## src/rtl/vending_machine_param.sv

```systemverilog
// -----------------------------------------------------------------------------
// vending_machine_param
//
// Parametrised vending controller with per-item stock counters, coin refusal
// on credit overflow and a change-return sequencer that pays out one coin per
// cycle, largest denomination first.
//
// Optional feature macro: VM_AUTO_RETURN_EN
//   When defined, credit left idle for TIMEOUT_CYCLES cycles is returned
//   automatically, exactly as if i_trigger_return had been pulsed.
//   When undefined, credit is held indefinitely.
//
// Ports:
//   clk               clock, all state updates on the rising edge
//   reset             asynchronous, active-high reset
//   i_input_coin      one-hot coin insertion, valid for one cycle
//   i_select_item     one-hot item selection
//   i_trigger_return  change-return request
//   i_restock         per-item restock pulse, adds 1 to that item's stock
//   o_available_item  combinational: item purchasable right now
//   o_output_item     registered one-cycle vend pulse
//   o_return_coin     registered one-hot change coin, one per cycle
//   o_reject_coin     registered echo of a refused coin
//   o_current_total   registered credit
//   o_busy            high while change is being returned
//   o_sold_out        combinational: stock of item i is zero
//   o_state           debug view of the FSM state (0 = S_IDLE, 1 = S_RETURN)
//
// Input semantics: every input is a single-cycle pulse sampled on the rising
// edge; there is no back-pressure. Anything the controller cannot take in a
// given cycle is either echoed on o_reject_coin (coins) or dropped (selects,
// triggers).
// -----------------------------------------------------------------------------
module vending_machine_param #(
    parameter int                      NUM_ITEMS      = 4,
    parameter int                      NUM_COINS      = 3,
    parameter int                      TOTAL_BITS     = 16,
    parameter int                      MAX_TOTAL      = 5000,
    parameter logic [NUM_ITEMS*16-1:0] ITEM_PRICES    = {16'd2000, 16'd1000, 16'd500, 16'd400},
    parameter logic [NUM_COINS*16-1:0] COIN_VALUES    = {16'd1000, 16'd500, 16'd100},
    parameter int                      STOCK_BITS     = 4,
    parameter int                      INIT_STOCK     = 3,
    parameter int                      TIMEOUT_CYCLES = 1000
) (
    input  logic                  clk,
    input  logic                  reset,
    input  logic [NUM_COINS-1:0]  i_input_coin,
    input  logic [NUM_ITEMS-1:0]  i_select_item,
    input  logic                  i_trigger_return,
    input  logic [NUM_ITEMS-1:0]  i_restock,
    output logic [NUM_ITEMS-1:0]  o_available_item,
    output logic [NUM_ITEMS-1:0]  o_output_item,
    output logic [NUM_COINS-1:0]  o_return_coin,
    output logic [NUM_COINS-1:0]  o_reject_coin,
    output logic [TOTAL_BITS-1:0] o_current_total,
    output logic                  o_busy,
    output logic [NUM_ITEMS-1:0]  o_sold_out,
    output logic [0:0]            o_state
);

    localparam logic [0:0] S_IDLE   = 1'b0;
    localparam logic [0:0] S_RETURN = 1'b1;

    localparam logic [TOTAL_BITS:0]   MAX_SUM    = (TOTAL_BITS + 1)'(MAX_TOTAL);
    localparam logic [STOCK_BITS-1:0] STOCK_INIT = STOCK_BITS'(INIT_STOCK);
    localparam logic [STOCK_BITS-1:0] STOCK_MAX  = '1;

    // Elaboration-time parameter sanity checks.
    generate
        if (TIMEOUT_CYCLES < 1) begin : g_bad_timeout
            $error("vending_machine_param: TIMEOUT_CYCLES must be at least 1");
        end
        if (MAX_TOTAL >= (2 ** TOTAL_BITS)) begin : g_bad_max_total
            $error("vending_machine_param: MAX_TOTAL does not fit in TOTAL_BITS");
        end
    endgenerate

    function automatic logic [TOTAL_BITS-1:0] price_of(input int idx);
        return TOTAL_BITS'(ITEM_PRICES[idx*16 +: 16]);
    endfunction

    function automatic logic [TOTAL_BITS-1:0] coin_value_of(input int idx);
        return TOTAL_BITS'(COIN_VALUES[idx*16 +: 16]);
    endfunction

    // -------------------------------------------------------------------------
    // State
    // -------------------------------------------------------------------------
    logic [0:0]            state_q, state_d;
    logic [TOTAL_BITS-1:0] total_q, total_d;
    logic [STOCK_BITS-1:0] stock_q [NUM_ITEMS];

    logic [NUM_ITEMS-1:0]  out_item_d;
    logic [NUM_COINS-1:0]  ret_coin_d;
    logic [NUM_COINS-1:0]  rej_coin_d;

    logic                  timeout_hit;

    // -------------------------------------------------------------------------
    // Per-item status, derived only from registered state
    // -------------------------------------------------------------------------
    logic [NUM_ITEMS-1:0] avail_vec;
    logic [NUM_ITEMS-1:0] sold_vec;

    always_comb begin
        avail_vec = '0;
        sold_vec  = '0;
        for (int i = 0; i < NUM_ITEMS; i++) begin
            sold_vec[i]  = (stock_q[i] == '0);
            avail_vec[i] = (state_q == S_IDLE) && (total_q >= price_of(i)) && (stock_q[i] != '0);
        end
    end

    assign o_available_item = avail_vec;
    assign o_sold_out       = sold_vec;
    assign o_current_total  = total_q;
    assign o_busy           = (state_q == S_RETURN);
    assign o_state          = state_q;

    // -------------------------------------------------------------------------
    // Input decode
    // -------------------------------------------------------------------------
    logic                  coin_valid;
    logic                  sel_valid;
    logic [TOTAL_BITS-1:0] coin_val;
    logic [NUM_ITEMS-1:0]  vend_cand;
    logic [TOTAL_BITS-1:0] vend_price;

    assign coin_valid = $onehot(i_input_coin);
    assign sel_valid  = $onehot(i_select_item);

    // Eligibility uses the registered (pre-coin) total, so a coin arriving in
    // the same cycle never enables a purchase by itself.
    assign vend_cand  = sel_valid ? (i_select_item & avail_vec) : '0;

    always_comb begin
        coin_val = '0;
        for (int j = 0; j < NUM_COINS; j++) begin
            if (i_input_coin[j]) begin
                coin_val = coin_val | coin_value_of(j);
            end
        end
    end

    always_comb begin
        vend_price = '0;
        for (int i = 0; i < NUM_ITEMS; i++) begin
            if (vend_cand[i]) begin
                vend_price = vend_price | price_of(i);
            end
        end
    end

    // -------------------------------------------------------------------------
    // Change selection: denominations ascend with index, so the last coin that
    // fits while scanning upwards is the largest one.
    // -------------------------------------------------------------------------
    logic                  ret_found;
    logic [NUM_COINS-1:0]  ret_vec;
    logic [TOTAL_BITS-1:0] ret_val;

    always_comb begin
        ret_found = 1'b0;
        ret_vec   = '0;
        ret_val   = '0;
        for (int j = 0; j < NUM_COINS; j++) begin
            if (coin_value_of(j) <= total_q) begin
                ret_found  = 1'b1;
                ret_vec    = '0;
                ret_vec[j] = 1'b1;
                ret_val    = coin_value_of(j);
            end
        end
    end

    // -------------------------------------------------------------------------
    // Next-state logic
    // -------------------------------------------------------------------------
    logic [TOTAL_BITS-1:0] after_vend;
    logic [TOTAL_BITS:0]   coin_sum;

    always_comb begin
        state_d    = state_q;
        total_d    = total_q;
        out_item_d = '0;
        ret_coin_d = '0;
        rej_coin_d = '0;
        after_vend = total_q;
        coin_sum   = '0;
        case (state_q)
            S_IDLE: begin
                if ((i_trigger_return || timeout_hit) && (total_q != '0)) begin
                    // Return takes priority; this cycle's coin is handed back.
                    state_d    = S_RETURN;
                    rej_coin_d = i_input_coin;
                end else begin
                    out_item_d = vend_cand;
                    after_vend = total_q - vend_price;
                    total_d    = after_vend;
                    if (coin_valid) begin
                        // One extra bit so the overflow test cannot wrap.
                        coin_sum = {1'b0, after_vend} + {1'b0, coin_val};
                        if (coin_sum > MAX_SUM) begin
                            rej_coin_d = i_input_coin;
                        end else begin
                            total_d = coin_sum[TOTAL_BITS-1:0];
                        end
                    end else begin
                        // Zero or multi-hot pattern: echo whatever arrived.
                        rej_coin_d = i_input_coin;
                    end
                end
            end
            default: begin
                rej_coin_d = i_input_coin;
                if (ret_found) begin
                    ret_coin_d = ret_vec;
                    total_d    = total_q - ret_val;
                    if (total_q == ret_val) begin
                        state_d = S_IDLE;
                    end
                end else begin
                    // Remainder below the smallest coin cannot be paid out.
                    total_d = '0;
                    state_d = S_IDLE;
                end
            end
        endcase
    end

    // -------------------------------------------------------------------------
    // Registers
    // -------------------------------------------------------------------------
    always_ff @(posedge clk or posedge reset) begin
        if (reset) begin
            state_q       <= S_IDLE;
            total_q       <= '0;
            o_output_item <= '0;
            o_return_coin <= '0;
            o_reject_coin <= '0;
            for (int i = 0; i < NUM_ITEMS; i++) begin
                stock_q[i] <= STOCK_INIT;
            end
        end else begin
            state_q       <= state_d;
            total_q       <= total_d;
            o_output_item <= out_item_d;
            o_return_coin <= ret_coin_d;
            o_reject_coin <= rej_coin_d;
            for (int i = 0; i < NUM_ITEMS; i++) begin
                // A restock and a vend of the same item cancel out.
                if (i_restock[i] && out_item_d[i]) begin
                    stock_q[i] <= stock_q[i];
                end else if (out_item_d[i]) begin
                    stock_q[i] <= stock_q[i] - 1'b1;
                end else if (i_restock[i] && (stock_q[i] != STOCK_MAX)) begin
                    stock_q[i] <= stock_q[i] + 1'b1;
                end
            end
        end
    end

    // -------------------------------------------------------------------------
    // Idle auto-return
    // -------------------------------------------------------------------------
`ifdef VM_AUTO_RETURN_EN
    localparam int IDLE_W = $clog2(TIMEOUT_CYCLES + 1);

    logic [IDLE_W-1:0] idle_cnt_q;
    logic              activity;

    // An accepted coin is a valid coin in S_IDLE that was not echoed back.
    assign activity    = (state_q == S_IDLE) &&
                         ((out_item_d != '0) || (coin_valid && (rej_coin_d == '0)));
    assign timeout_hit = (idle_cnt_q == IDLE_W'(TIMEOUT_CYCLES));

    always_ff @(posedge clk or posedge reset) begin
        if (reset) begin
            idle_cnt_q <= '0;
        end else if ((state_q != S_IDLE) || (total_q == '0) || activity ||
                     timeout_hit || i_trigger_return) begin
            idle_cnt_q <= '0;
        end else begin
            idle_cnt_q <= idle_cnt_q + 1'b1;
        end
    end
`else
    assign timeout_hit = 1'b0;
`endif

endmodule

```

## config.mk

```make
export PLATFORM = sky130hd
export DESIGN_NAME = vending_machine_param
export DESIGN_NICKNAME = d
export VERILOG_FILES = /design/src/rtl/vending_machine_param.sv
export SDC_FILE = /design/constraint.sdc
export NUM_CORES = 1
export LEC_CHECK = 0
export ABC_CLOCK_PERIOD_IN_PS = 5650
export CORE_MARGIN = 8
export CORE_UTILIZATION = 45
export CTS_BUF_LIST = sky130_fd_sc_hd__clkbuf_8
export DETAILED_ROUTE_END_ITERATION = 6
export PLACE_DENSITY = 0.71
export SYNTH_ARGS = -nofsm -noshare
export SYNTH_HDL_FRONTEND = slang
export SYNTH_SLANG_ARGS = --single-unit
```

## constraint.sdc

```tcl
create_clock -name clk -period 5.65 [get_ports clk]
set_input_delay 1.13 -clock clk [delete_from_list [all_inputs] [get_ports clk]]
set_output_delay 1.13 -clock clk [all_outputs]
set_load 0.02 [all_outputs]
```

Word level (Yosys, flattened, before mapping)
Index checks and enable logic that the tools add are counted.
{"block": "totals", "ff_bits": 43, "latchBits": 0, "mem_bits_rw": 0, "rom_bits": 0, "in_bits": 14, "mem_count": 0}
{"block": "classes", "addsub": 16, "n_mul": 0, "n_div": 0, "order_cmp": 8, "eq_ne": 8, "shift": 0, "mux": 42, "bitwise_logic": 6, "n_reduce_logical": 34}
{"cell": "2-to-1 mux 16 bit", "n": 7}
{"cell": "2-to-1 mux 4 bit", "n": 11}
{"cell": "greater-or-equal comparator 16 x 9 -> 1 bit, second input constant", "n": 2}
{"cell": "subtractor 16 bit", "n": 2}
{"cell": "2-to-1 mux 9 bit", "n": 3}
{"cell": "2-to-1 mux 3 bit", "n": 8}
{"cell": "2-to-1 mux 10 bit", "n": 2}
{"cell": "adder 16 x 16 -> 17 bit", "n": 1}
{"cell": "> comparator 17 x 13 -> 1 bit, second input constant", "n": 1}
{"cell": "logical AND 1 bit", "n": 17}
{"cell": "adder 4 x 1 -> 4 bit, second input constant", "n": 4}
{"cell": "== test 16 bit", "n": 1}
{"cell": "greater-or-equal comparator 16 x 10 -> 1 bit, second input constant", "n": 1}
{"cell": "greater-or-equal comparator 16 x 11 -> 1 bit, second input constant", "n": 1}
{"cell": "<= comparator 10 x 16 -> 1 bit, first input constant", "n": 1}
{"cell": "<= comparator 7 x 16 -> 1 bit, first input constant", "n": 1}
{"cell": "<= comparator 9 x 16 -> 1 bit, first input constant", "n": 1}
{"cell": "logical NOT 4 bit", "n": 4}
{"cell": "inequality test 4 bit, second input constant", "n": 4}
{"cell": "nonzero test 16 bit", "n": 1}
{"cell": "nonzero test 4 bit", "n": 4}
{"cell": "subtractor 4 x 1 -> 4 bit, second input constant", "n": 4}
{"cell": "2-to-1 mux 7 bit", "n": 2}
{"cell": "2-to-1 mux 11 bit", "n": 1}
{"cell": "11 further kinds", "n": 30}

Longest topological paths before layout
Gate-level depths: netlist of the first run.
{"block": "depth", "word_depth": 16, "ltp_mapped": 27}

Worst setup path after synthesis of the first run
No wires, ideal clock.
{"block": "synth_timing", "kind": "input to register", "startpoint": "in i_select_item[0]", "endpoint": "reg total_q[2] (netlist: o_current_total[2])", "t_arrival_ns": 6.405, "t_required_ns": 5.511, "slack_ns": -0.894, "path_stages": 24, "n_path_buf": 3, "path_cell_list": "inv_1 fa_1 inv_1 ha_1 ha_1 nor3b_1 and4_1 clkbuf_1 nand2b_1 nor2_1 ha_1 buf_2 a211o_1 o32ai_1 xnor2_1 ha_1 a211o_1 o2111a_1 o31ai_1 a31oi_2 o311ai_4 buf_12 mux2i_1 o221ai_2"}
{"block": "synth_via", "elab_chain_cells": 15, "word_cells_on_any_way": 16, "cone_classes": "add/sub: 4; order compare: 1; eq/ne: 1; mux: 9; bitwise: 1"}
{"item": "start: declaration", "line": "48", "rtl": "input logic [NUM_ITEMS-1:0] i_select_item,"}
{"item": "adder 1 x 1 -> 2 bit (not written as such)", "line": "130", "rtl": "assign sel_valid = $onehot(i_select_item);"}
{"item": "adder 2 x 2 -> 3 bit (not written as such)", "line": "130"}
{"item": "== test 3 x 1 -> 1 bit", "line": "130"}
{"item": "2-to-1 mux 4 bit (*)", "line": "134", "rtl": "assign vend_cand = sel_valid ? (i_select_item & avail_vec) : '0;"}
{"item": "2-to-1 mux 9 bit (2 in series)", "line": "148", "rtl": "if (vend_cand[i]) begin"}
{"item": "2-to-1 mux 10 bit", "line": "148"}
{"item": "2-to-1 mux 11 bit (*)", "line": "148"}
{"item": "subtractor 16 bit (*)", "line": "198", "rtl": "after_vend = total_q - vend_price;"}
{"item": "adder 16 x 16 -> 17 bit", "line": "202", "rtl": "coin_sum = {1'b0, after_vend} + {1'b0, coin_val};"}
{"item": "> comparator 17 x 13 -> 1 bit", "line": "203", "rtl": "if (coin_sum > MAX_SUM) begin"}
{"item": "2-to-1 mux 16 bit", "line": "203"}
{"item": "2-to-1 mux 16 bit (*)", "line": "200", "rtl": "if (coin_valid) begin"}
{"item": "2-to-1 mux 16 bit (*)", "line": "192", "rtl": "if ((i_trigger_return || timeout_hit) && (total_q != '0)) begin"}
{"item": "2-to-1 mux 16 bit (*)", "line": "190", "rtl": "case (state_q)"}
{"item": "end signal: assignment", "line": "246", "rtl": "total_q <= total_d;"}
{"item": "end: declaration", "line": "90", "rtl": "logic [TOTAL_BITS-1:0] total_q, total_d;"}
Every way passes the cells marked *; elsewhere a longest branch is shown, timed or not. The select of a mux whose other input is x is not followed.
A chain may end at the register's enable or synchronous reset.

Final worst setup path of the first run
{"block": "layout_timing", "startpoint": "in i_select_item[3]", "endpoint": "reg total_q[2] (netlist: o_current_total[2])"}
The elaborated chain is that of the path after synthesis.

==> results.toml, run 1 <==
[run_status]
status = "finished, violations left"
violations = "negative setup slack"

[floorplanning]
start_util_pct = 46.07
die_h_um = 112.8
rows = 35
die_area_mm2 = 0.01272
die_w_um = 112.8
pin_count = 50
core-area_mm2 = 0.009153

[clocking]
cts_tree = "built"
clockBufferDepth = 2
cts_hold_buf = 0
htree_levels = 2
cts_root_buffer = "clkbuf_8"
cts_buffers = 5
clkLatencyLatePin_ns = 0.30
clock_sinks = 41
path_clk_slew_ns = 0.08

[global_routing]
grt_usage_pct = 19.13
grt_pass1_wl_um = 20260
grt_max_degree = 42
grt_pass1_vias = 4219
antenna_found_initial = 0
grt_overflow = 0

[yosys]
synthesis.area_mm2 = 0.004217
yosysSeqAreaShare_pct = 24.57
ys_warn_count = 0
synth_flop_cell = "dfrtp_1"
yosys.area.top_type = "dfrtp_1"
synthCells = 481
synth.area.top_cells = "dfrtp_1 20%, ha_1 11%, xnor2_1 5.4%"
avgSynthCellArea_um2 = 8.766
synthArstFlopShare_pct = 100.0
synth_seq_cells = 41
synth.distinct_cells = 81
yosysTopAreaCellShare_pct = 19.58
synth_edf_count = 0

[critical_path]
cp-end-kind = "flop"
path_max_fanout = 5
worst_path_dominant_cell_family = "adder cells"
crit_chain = "buf_8 > inv_8 > fa_1 > inv_1 > ha_2 > ha_4 > nor3b_4 > and4_4 > ha_4 > inv_2 > fa_2 > a21o_1 > a21oi_2 > xnor2_2 > ha_1 > nand4b_1 > buf_4 > a31oi_4 > o2bb2ai_2 > or3_1 > mux2_4 > o311ai_4 > mux2i_1 > o221ai_2"
worst-endpoint-required_ns = 5.82
path_depth = 24
crit_top_cell = "ha_4"
crit_slowest_cell = "fa_1"
critPathLaunchType = "input port"
arrival_ns = 6.13
criticalPathCategory = "in2reg"
cpPeakStageDelay_ns = 0.53
crit_buf_inv = 5
worstRegToRegCells = 21

[layout]
syn_to_final_growth_pct = 39.85
seqCellArea_mm2 = 0.001036
multi_input_area_mm2 = 0.003283
final_nets = 673
n_antenna_cell = 0
drive_gt1_share_pct = 31.06
n_fill_cell = 750
final_cell_area_mm2 = 0.005897

[timing]
setup_ws_ns = -0.3091
layout_worst_path_cycle_share_pct = 105.5
slew_headroom_pct = 36.58
period_needed_ns = 5.959
setup_viol = 14
final-hold-violation-count = 0
rsz0062_at_grt = "yes"
max_freq_mhz = 167.8
worst_slew_pin_slew_ns = 0.9494
finClkSkew_ns = 0.004966
drv_slew = 0

[placement]
pre_cts_slack_ns = -1.328
numPortBuffers = 47
place_area_mm2 = 0.005449
gp_congestion = 0.9598
hpwl_um = 9691

[drt]
via_count = 4233
ant_nets = 0
vias_per_cell = 5.831
remaining_drc_errors = 0
wirelength_um = 12560
drt_iter0_markers = 226
drtPass1Iterations = 5
wl_per_cell_um = 17.29

[flow_run]
cap_violations = 0

[min_path]
hold_depth = 1
hold_class = "reg2reg"
synthesized netlist by cell type (all sizes together) (6+ instances only):
library cell  instances
nor2                 57
xor2                 10
clkbuf               11
fa                    9
nor2b                 8
nand2                30
a21oi                31
nor4                 10
nand3                11
a22oi                 6
inv                  34
dfstp                 8
o211ai                7
xnor2                26
nand4                 8
dfrtp                33
nor3                 11
ha                   36
buf                   8
a21o                 11
o21ai                23
mux2i                13
a31oi                 8
cells by family after synthesis:
family	after synthesis	synth area share (%)
AOI/OAI and AO/OA	128	22.26
xor gates and xnor gates	36	7.478
muxes	17	4.540
adders and majority gates	45	14.96
DFF	41	24.57
other	1	0.08894
and+or+nand+nor	160	20.27
buffers and inverters	53	5.846
layer usage:
layer / vias to the layer above / global-route usage (%) / part of all wire, %
met2: 140 / 33.76 / 51
met5: - / 0 / 0
li1: 2008 / - / -
met4: 0 / 7.284 / 2.5
met1: 2057 / 23.04 / 42
met3: 28 / 2.609 / 5.0
final cells by class:
| class | count | share of cell area (%) |
|---|---|---|
| Clock buffer | 6 | 1.400 |
| Clock inverter | 2 | 0.2334 |
| Inverter | 34 | 2.292 |
| Multi-Input combinational cell | 388 | 55.68 |
| Sequential cell | 41 | 17.57 |
| Tap cell | 111 | 2.355 |
| Timing Repair Buffer | 144 | 20.48 |
worst paths after layout:
path	from	to	slack [ns]
max	i_select_item[3]	o_current_total[2]$_DFFE_PP0N_	-0.31
min	stock_q[11]$_DFFE_PP0P_	stock_q[11]$_DFFE_PP0P_	0.50
max reg2reg	o_current_total[12]$_DFFE_PP0N_	o_current_total[10]$_DFFE_PP0N_	0.43
min reg2reg	stock_q[11]$_DFFE_PP0P_	stock_q[11]$_DFFE_PP0P_	0.50
max in group asynchronous	reset	stock_q[4]$_DFFE_PP1P_	4.00
min in group asynchronous	reset	stock_q[15]$_DFFE_PP0P_	1.27
repair_timing:
item	in CTS	in global routing
buffers inserted	7	3
pin swaps	30	24
setup endpoints to repair	14	14
resized for setup	47	25
metrics by stage:
step	utilization, %	hold slack (ns)	instances	setup TNS, ns
floorplan	-	0.4674	482	-5.130
global placement	59.54	0.4850	708	-16.46
detailed placement	59.54	0.4911	708	-17.71
CTS	62.65	0.5016	723	-3.642
global route	64.43	0.5347	726	-6.694
finish	64.43	0.4982	726	-3.806
worst reg2reg max path, delay by kind of cell, from the launching register on:
family	cells	cell delay, ns
compound gates	8	1.82
xor+xnor	1	0.17
fa+ha+maj	2	0.63
flops	1	0.50
simple gates	10	1.97
flip-flops by register name (all words and copies together) (netlist names):
register / cells
o_output_item: 4
o_reject_coin: 3
stock_q: 16
o_return_coin: 3
o_busy: 1
o_current_total: 14
cells in the final DEF (no fill, tap or decap), types with 9 or more instances in the layout:
cell,Yosys,final
a21oi_1,30,24
nand2_1,27,24
ha_1,36,29
a21o_1,11,11
xor2_1,10,10
nor2_1,53,51
buf_4,4,95
mux2i_1,12,12
dfrtp_1,33,33
o21ai_0,17,13
nor3_1,10,9
xnor2_1,26,22
inv_1,34,30
clkdlybuf4s50_1,0,44
Power of run 1 is left out: the tool's default activity adds up to more than one toggle a clock period on the data nets, which glitch-free logic cannot reach.
==> run 2: changes to the inputs <==
--- a/config.mk
+++ b/config.mk
@@ -5,7 +5,7 @@
 export SDC_FILE = /design/constraint.sdc
 export NUM_CORES = 1
 export LEC_CHECK = 0
-export ABC_CLOCK_PERIOD_IN_PS = 5650
+export ABC_CLOCK_PERIOD_IN_PS = 7300
 export CORE_MARGIN = 8
 export CORE_UTILIZATION = 45
 export CTS_BUF_LIST = sky130_fd_sc_hd__clkbuf_8
==> constraint.sdc (replaced) <==
create_clock -name clk -period 7.3 [get_ports clk]
set_input_delay 1.46 -clock clk [delete_from_list [all_inputs] [get_ports clk]]
set_output_delay 1.46 -clock clk [all_outputs]
set_load 0.02 [all_outputs]
==> results.toml, run 2 (synthesized netlist as in run 1, its figures left out) <==
[timing]
final-hold-violation-count = 0
setup_viol = 0
holdWs_ns = 0.5102
finClkSkew_ns = 0.008927
setup_ws_ns = 0.2583
period_needed_ns = 7.042
max_freq_mhz = 142.0
layout_worst_path_cycle_share_pct = 96.46
drv_slew = 0
slew_headroom_pct = 36.78
worst_slew_pin_slew_ns = 0.9464

[drt]
wl_per_cell_um = 17.50
via_count = 3861
wirelength_um = 11380
vias_per_cell = 5.940
ant_nets = 0
remaining_drc_errors = 0
drtPass1Iterations = 5
drt_iter0_markers = 236

[min_path]
hold_class = "reg2reg"
min_from = "stock_q[11]$_DFFE_PP0P_"

[clocking]
clockBufferDepth = 2
htree_levels = 2
cts_hold_buf = 0
cts_tree = "built"
path_clk_slew_ns = 0.09
clock_sinks = 41
cts_root_buffer = "clkbuf_8"
cts_buffers = 5
clkLatencyLatePin_ns = 0.30

[floorplanning]
pin_count = 50
rows = 35
die_area_mm2 = 0.01272
start_util_pct = 46.07
die_h_um = 112.8
die_w_um = 112.8
core-area_mm2 = 0.009153

[flow_run]
cap_violations = 0

[placement]
hpwl_um = 8809
gp_congestion = 0.9340
numPortBuffers = 47
pre_cts_slack_ns = -0.09079

[global_routing]
grt_pass1_vias = 3755
grt_max_degree = 42
grt_overflow = 0
grt_pass1_wl_um = 18540
antenna_found_initial = 0
grt_usage_pct = 17.56

[critical_path]
critPathLaunchType = "input port"
arrival_ns = 7.22
critPathLaunch = "i_select_item[0]"
timing.rr.start = "o_current_total[10]$_DFFE_PP0N_"
r2r_end = "o_current_total[2]$_DFFE_PP0N_"
endpoint = "o_current_total[2]$_DFFE_PP0N_"
worst-endpoint-required_ns = 7.48
r2r_slack_ns = 1.60
worstRegToRegCells = 22
cp-end-kind = "flop"
path_max_fanout = 10
criticalPathCategory = "in2reg"

[layout]
largest-register = "stock_q"
final_cell_mix = "53 x nor2_1, 47 x clkdlybuf4s50_1, 36 x ha_1"
n_antenna_cell = 0
syn_to_final_growth_pct = 18.72
final_common_cell = "nor2_1"
largest_reg_flops = 16
final_nets = 597
utilization_pct = 54.70
n_fill_cell = 829
drive_gt1_share_pct = 12.62

[run_status]
status = "finished clean"
==> run 2: cell types whose count changed in the layout (fill, tap and decap cells not counted), sizes merged <==
cell,previous run,this run
clkdlybuf4s50,44,47
buf,100,21
==> run 2: how the worst min path moves through the flow <==
| stage | end | depth (start not counted) |
|---|---|---|
| after global placement | stock_q[7]$_DFFE_PP0P_ | 1 |
| final | stock_q[11]$_DFFE_PP0P_ | 1 |
| after CTS | stock_q[11]$_DFFE_PP0P_ | 1 |
| after floorplan | stock_q[7]$_DFFE_PP0P_ | 1 |
| after detailed placement | stock_q[11]$_DFFE_PP0P_ | 1 |
| after global routing | stock_q[11]$_DFFE_PP0P_ | 1 |
==> run 2: area by class of cell <==
cell class | count | area, µm² | share of cell area (%)
multi-input combinational | 388 | 2975 | 59.44
sequential | 41 | 1036 | 20.69
timing repair buffer | 68 | 631.9 | 12.62
tap | 111 | 138.9 | 2.774
inverter | 34 | 127.6 | 2.549
clock buffer | 6 | 82.58 | 1.650
clock inverter | 2 | 13.76 | 0.2749
==> run 2: worst max-delay path: stages <==
cell and delay, ns:
clkdlybuf4s50_1 0.49, inv_1 0.07, fa_1 0.53, inv_1 0.04
ha_1 0.18, ha_1 0.30, nor3b_2 0.21, buf_4 0.15
nand3_1 0.15, nand2_1 0.16, nor2_1 0.09, ha_1 0.37
and3_1 0.25, a221oi_4 0.30, xnor2_1 0.15, ha_1 0.36
o21a_1 0.14, o21ai_0 0.07, a31oi_1 0.31, o2bb2ai_1 0.16
or3_1 0.32, mux2_4 0.29, o311ai_4 0.10, buf_6 0.21
mux2i_1 0.23, o221ai_2 0.11
==> run 2: timing repair <==
item,in CTS,in global routing
resized for setup,0,11
endpoints found under the setup margin,0,14
setup buffers,0,2
==> run 2: metal layers <==
layer  GRT usage, %  share of wire (%)
met1          21.81                 44
met2          30.57                 49
met3          3.035                5.9
met4          4.676                1.4
met5              0                  0
==> run 2: stage by stage <==
stage | instances | area (µm²) | TNS [ns]
finish | 650 | 5006 | 0
global route | 650 | 5006 | -0.1550
CTS | 648 | 4950 | 0
detailed placement | 640 | 4853 | -0.3968
global placement | 640 | 4853 | 0
floorplan | 482 | 4220 | 0
Power of run 2 is left out for the same reason.
==> run 3: changes to the inputs <==
--- a/config.mk
+++ b/config.mk
@@ -10,6 +10,7 @@
 export CORE_UTILIZATION = 45
 export CTS_BUF_LIST = sky130_fd_sc_hd__clkbuf_8
 export DETAILED_ROUTE_END_ITERATION = 6
+export GPL_ROUTABILITY_DRIVEN = 0
 export PLACE_DENSITY = 0.71
 export SYNTH_ARGS = -nofsm -noshare
 export SYNTH_HDL_FRONTEND = slang
==> results.toml, run 3 (synthesized netlist as in run 1, its figures left out) <==
[clocking]
clock_sinks = 41
cts_hold_buf = 0
path_clk_slew_ns = 0.09
cts_tree = "built"
clkLatencyLatePin_ns = 0.31
clockBufferDepth = 2
htree_levels = 2
cts_buffers = 5
cts_root_buffer = "clkbuf_8"

[critical_path]
critPathLaunch = "i_select_item[0]"
path_max_fanout = 8
criticalPathCategory = "in2reg"
cp-end-kind = "flop"
arrival_ns = 7.14
worst-endpoint-required_ns = 7.48
critPathLaunchType = "input port"
crit_slowest_cell = "fa_1"
crit_top_cell = "ha_1"
cpPeakStageDelay_ns = 0.53
timing.rr.start = "o_current_total[10]$_DFFE_PP0N_"

[timing]
setup_tns_ns = 0
holdWs_ns = 0.5034
setup_viol = 0
rsz0062_at_grt = "no"
period_needed_ns = 6.953
finClkSkew_ns = 0.01027
final-hold-violation-count = 0
max_freq_mhz = 143.8
slew_headroom_pct = 31.17
drv_slew = 0
worst_slew_pin_slew_ns = 1.030
layout_worst_path_cycle_share_pct = 95.25

[floorplanning]
core-area_mm2 = 0.009153
die_w_um = 112.8
die_area_mm2 = 0.01272
rows = 35
pin_count = 50
start_util_pct = 46.07
die_h_um = 112.8

[global_routing]
top_usage_layer = "met2"
grt_pass1_wl_um = 18770
grt_max_degree = 42
use_met3_pct = 2.716
grt_pass1_vias = 3831
grt_overflow = 0
grt_usage_pct = 17.76
grt.met1_usage_pct = 21.76
antenna_found_initial = 0
grt_util_met2_pct = 31.25

[drt]
ant_nets = 0
remaining_drc_errors = 0
wl_per_cell_um = 16.96
wirelength_um = 11110
drt_iter0_markers = 164
via_count = 3825
drtPass1Iterations = 5
vias_per_cell = 5.840

[layout]
n_antenna_cell = 0
final_nets = 602
largest_reg_flops = 16
syn_to_final_growth_pct = 19.32
final_cell_mix = "52 x nor2_1, 47 x clkdlybuf4s50_1, 35 x ha_1"
largest-register = "stock_q"
final_common_cell = "nor2_1"
drive_gt1_share_pct = 13.42

[placement]
numPortBuffers = 47
hpwl_um = 8784

[run_status]
status = "finished clean"

[min_path]
min_from = "stock_q[3]$_DFFE_PP0P_"
hold_class = "reg2reg"

[flow_run]
cap_violations = 0
run 3: cell count changes in the layout (fill, tap and decap cells not counted), sizes merged:
cell	previous run	this run
buf	21	26
run 3: routing by layer:
metal  up-vias  wire, µm
li1       1871         -
met1      1809      4802
met2       131      5460
met3        14       664
met4         0       184
met5         -         0
run 3: final cells by class:
class	count	area, µm²
Tap cell	111	138.9
Clock inverter	2	13.76
Multi-Input combinational cell	388	2963
Clock buffer	6	82.58
Sequential cell	41	1036
Inverter	34	127.6
Fill cell	822	4121
Timing Repair Buffer	73	669.4
run 3: critical path, delay by kind of cell:
| family | cells | cell delay, ns |
|---|---|---|
| xor gates and xnor gates | 1 | 0.15 |
| buffers and inverters | 6 | 0.99 |
| muxes | 1 | 0.24 |
| adders and majority gates | 6 | 1.93 |
| and+or+nand+nor | 5 | 0.99 |
| AOI/OAI and AO/OA | 7 | 1.35 |
run 3: final timing paths:
kind | end | slack, ns | cells after the start
worst max-delay path | o_current_total[2]$_DFFE_PP0N_ | 0.35 | 26
worst min-delay path | stock_q[3]$_DFFE_PP0P_ | 0.50 | 1
worst max register to register | o_current_total[2]$_DFFE_PP0N_ | 1.66 | 23
worst min register to register | stock_q[3]$_DFFE_PP0P_ | 0.50 | 1
max in group asynchronous | stock_q[8]$_DFFE_PP1P_ | 5.33 | 3
min in group asynchronous | stock_q[3]$_DFFE_PP0P_ | 1.60 | 3
run 3: repair_timing:
| item | 4_1_cts | 5_1_grt |
|---|---|---|
| resized for setup | 0 | 9 |
| setup buffers | 0 | 1 |
| setup endpoints to repair | 0 | 13 |
run 3: stage by stage:
step / instance area [µm²] / cells / setup WS, ns / util, %
after detailed placement: 4898 / 646 / -0.07990 / 53.52
final: 5031 / 655 / 0.3469 / 54.97
after global placement: 4898 / 646 / 0.1168 / 53.52
after floorplan: 4220 / 482 / 0.4258 / -
after CTS: 4995 / 654 / 0.2108 / 54.57
after global routing: 5031 / 655 / 0.02099 / 54.97
Power of run 3 is left out for the same reason.
